--- config.mk ---
export PLATFORM = sky130hd
export DESIGN_NAME = crc32
export DESIGN_NICKNAME = d
export VERILOG_FILES = /design/src/rtl/crc32.sv
export SDC_FILE = /design/constraint.sdc
export NUM_CORES = 1
export LEC_CHECK = 0
export CAP_MARGIN = 20
export CORE_UTILIZATION = 50
export CTS_CLUSTER_DIAMETER = 150
export CTS_CLUSTER_SIZE = 30
export DETAILED_ROUTE_END_ITERATION = 10
export PLACE_DENSITY = 0.77
export SLEW_MARGIN = 20
export SYNTH_ARGS = -nofsm -noshare
export SYNTH_HDL_FRONTEND = slang
export SYNTH_SLANG_ARGS = --single-unit
--- constraint.sdc ---
create_clock -name clk -period 4.37 [get_ports clk]
set_input_delay 0.437 -clock clk [delete_from_list [all_inputs] [get_ports clk]]
set_output_delay 0.437 -clock clk [all_outputs]
set_load 0.01 [all_outputs]
--- src/rtl/crc32.sv ---
// Byte-wide IEEE 802.3 / zlib CRC-32 generator, one byte absorbed per clock.
// Define CRC32_CHECK_EN to add the rx_crc_ok residue flag.
module crc32 (
  input  logic        clk,
  input  logic        reset,
  input  logic        rx_we,
  input  logic [7:0]  rx_byte,
  output logic [31:0] tx_crc
`ifdef CRC32_CHECK_EN
  ,
  output logic        rx_crc_ok
`endif
);

  localparam logic [31:0] POLY_REFL = 32'hEDB88320;
  localparam logic [31:0] CRC_INIT  = 32'hFFFFFFFF;

  logic [31:0] r_crc_q;
  logic [7:0]  w_byte;
  logic [31:0] w_crc_next;

  // Gate the byte so an undriven bus cannot leak into the update network.
  assign w_byte = rx_byte & {8{rx_we}};

  // Eight unrolled shift steps collapse into a single-cycle XOR network.
  always_comb begin
    logic [31:0] c;
    c = r_crc_q ^ {24'b0, w_byte};
    for (int i = 0; i < 8; i++) begin
      c = c[0] ? ((c >> 1) ^ POLY_REFL) : (c >> 1);
    end
    w_crc_next = c;
  end

  always_ff @(posedge clk) begin
    if (reset) begin
      r_crc_q <= CRC_INIT;
    end else if (rx_we) begin
      r_crc_q <= w_crc_next;
    end
  end

  assign tx_crc = ~r_crc_q;

`ifdef CRC32_CHECK_EN
  localparam logic [31:0] CRC_RESIDUE = 32'hDEBB20E3;

  assign rx_crc_ok = (r_crc_q == CRC_RESIDUE);
`endif

endmodule

# Word-level counts from Yosys, hierarchy flattened
# Index checks and enable logic that the tools add are counted.
# op_classes
mux	8
n_bitwise	11
# ops
cell	n
$mux 32	8
$not 13->14	8
$not 32->32	1
$xor 32x8->32	1
$and 8x8->8	1
# word_totals
regBits	32
input_bits	11
out_inout_bits	32
wordCells	20

# Depth between registers and ports, before layout
# depth
ltp_word	18
ltp_mapped	8
mapped_depth_nobuf	6

# Worst setup path before layout
# No wires, ideal clock.
# synth_path
kind	input to register
from	input rx_we
to	register r_crc_q[22]
setup_time_ps	120
arrival_ps	1823
required_time_ps	4250
path_slack_ps	2428
cell_stages	6
n_path_buf	1
cell_sequence	buf_4 nand2_2 xnor2_4 xnor3_1 xnor2_1 a211o_1
# synth_between
elab_chain_len	14
elab_cells_between_ends	15
classes_between	mux (8); bitwise (7)
# synth_lines
element	line_no	text
start: declaration	6	input logic rx_we,
$and 8x8->8	23	assign w_byte = rx_byte & {8{rx_we}};
$xor 32x8->32	28	c = r_crc_q ^ {24'b0, w_byte};
$mux 32 (2 in a row)	30	c = c[0] ? ((c >> 1) ^ POLY_REFL) : (c >> 1);
$not 13->14 (no line)	n/a	
$mux 32	30	
$not 13->14 (no line)	n/a	
$mux 32 (2 in a row)	30	
$not 13->14 (no line)	n/a	
$mux 32	30	
$not 13->14 (no line)	n/a	
$mux 32 (2 in a row)	30	
end signal: assignment	39	r_crc_q <= w_crc_next;
end: declaration	18	logic [31:0] r_crc_q;
# Several ways; a longest one is shown, not always the timed one.
# A chain may end at the register's enable or synchronous reset.

# Final worst setup path
# layout_path
from	input rx_we
to	register r_crc_q[25]
# Same word-level chain as after synthesis.

==> impl_metrics.ini <==
[clock_tree]
hold_buffers = 0
clock_latency_ns = 0.28
clockBufferDepth = 2
cts_tree = built
cts_resized = 0
cts_buffers = 5
clockRootBuffer = clkbuf_8
path_clk_slew_ns = 0.07
h-tree-depth = 2
cts.sink_count = 32
postCtsSetupBuffers = 0

[global_route]
grt-ovfl-total = 0
grt_pass1_wl_mm = 8.00
antenna_found_initial = 0
grtUsageTotal_pct = 21.2
grt_max_degree = 43
first_global_vias = 1632

[die]
die_h_um = 69.3
placementRows = 24
die_area_mm2 = 0.00480
fp.coreArea_mm2 = 0.00435
io_pins = 43
die_w_um = 69.3
initial_core_util_pct = 52.0

[synthesis]
yosys_register_bits = 32
syn_area_per_cell_um2 = 9.23
synth_cell_types = 29
synth-async-reset-ratio_pct = 0
synth_area_leaders = dfxtp_1 28%, xnor2_1 24%, a211o_1 8.1%, xnor2_4 6.1%, nor2_1 6.0%
synth_top_cell_area_share_pct = 28.3
ys_warn_count = 0
synth.most_common_cell = xnor2_1
synth_top_area_cell = dfxtp_1
synth_common_cells = 62 x xnor2_1, 36 x nor2_1, 32 x dfxtp_1, 29 x inv_1, 21 x a211o_1
synthesis.area_mm2 = 0.00226
synth_cells = 245
synth_edf_count = 0
syn-num-nets = 256
ys_seq_area_share_pct = 28.3
synthFlopType = dfxtp_1

[placed_design]
pre_cts_ws_ns = 1.42
placedInstanceArea_mm2 = 0.00265
io_buffer_count = 42
gp_congestion = 0.803
dp_hpwl_mm = 3.39

[cells_and_area]
area_growth_pct = 22.5
finalInstanceArea_mm2 = 0.00277
largest_register_ffs = 32
top_regs = r_crc_q x32
n_antenna_cell = 0
drive_above_1_share_pct = 10.2
max_flop_register = r_crc_q
fin_nets = 293

[sta]
period_needed_ns = 2.69
post-route-worst-setup-slack_ns = 1.68
fin_skew_ns = 0.00442
timing.hold.ws_ns = 0.469
rsz0062_at_grt = no
setup_viol = 0
slew_headroom_pct = 48.7
tightest_slew_ns = 0.763
setup_tns_ns = 0
period_share_pct = 61.5
hold_violations = 0
fmax_ghz = 0.372
slew_violations = 0

[routing]
vias = 1655
drtAntennaViolNets = 0
drt_iter0_drc = 104
drc = 0
firstDrtPassIters = 4
via_per_inst = 4.94
wl_per_cell_um = 14.3
routed_wl_mm = 4.79

[power_and_ir_drop]
power_density_mw_per_mm2 = 889
ir_worst_vdd_v = 0.000445
p_leak_uw = 0.00125
p_total_uw = 2460

[outcome]
status = completed

[critical_path]
cp-start-kind = primary input
path_max_fanout = 42
cp.required_ns = 4.54
path_delay_family = XOR/XNOR gates
critPathMaxStageDelay_ns = 0.55
path_cells = clkdlybuf4s50_1 > buf_4 > nand2_2 > xnor2_4 > xnor3_1 > xnor2_1 > a211o_1
worst_path_max_delay_cell = xnor3_1
critPathArrivalTime_ns = 2.86
worst-path-buf-inv = 2
cp-end-kind = flip-flop
critPathKind = in -> reg

[min_path]
min_path_type = reg -> reg

[job]
cap_violations = 0
## routing by layer
metal | global-route usage, % | vias up | routed length, µm
li1 | - | 836 | -
met1 | 28.9 | 770 | 2290
met2 | 34.8 | 43 | 2280
met3 | 3.63 | 6 | 172
met4 | 5.44 | 0 | 48
met5 | 0 | - | 0
## report_power, final
group	switching (µW)	internal, µW	leakage [µW]
registers	89.1	403	0.000267
clock network	113	201	0.0000645
logic	763	894	0.000923
## path summary, 6_finish.rpt
path,start,to,slack [ns],depth (start not counted)
worst min register to register,r_crc_q[13],r_crc_q[13],0.47,1
worst min-delay path,r_crc_q[13],r_crc_q[13],0.47,1
worst max-delay path,rx_we,r_crc_q[25],1.68,7
worst max register to register,r_crc_q[4],r_crc_q[24],2.35,5
## stage by stage
stage          std cells  util [%]
5_1_grt              335      63.6
4_1_cts              335      63.6
3_5_place_dp         327      60.7
2_1_floorplan        245         -
3_3_place_gp         327      60.9
6_report             335      63.6
## cell usage in the layout (no fill, tap or decap), types with 5 or more instances in the layout
master           instances
xnor2_1                 62
clkdlybuf4s50_1         41
nor2_1                  36
dfxtp_1                 32
inv_1                   29
a211o_1                 21
xor2_1                   7
clkbuf_8                 7
xnor2_4                  5
o21bai_1                 5
a21oi_1                  5
## final cells by class
class	count	area [µm²]
Fill cell	378	1580
Multi-Input combinational cell	167	1390
Sequential cell	32	641
Timing Repair Buffer	43	423
Inverter	33	126
Clock buffer	7	96.3
Tap cell	52	65.1
Clock inverter	1	30.0
## logic make-up after synthesis
logic type | count (synthesis) | share of synthesized area, %
flops | 32 | 28.3
buf+inv | 46 | 10.2
simple gates | 48 | 8.96
compound gates | 36 | 12.1
xor+xnor | 83 | 40.4
(Power assumes the default switching activity.)
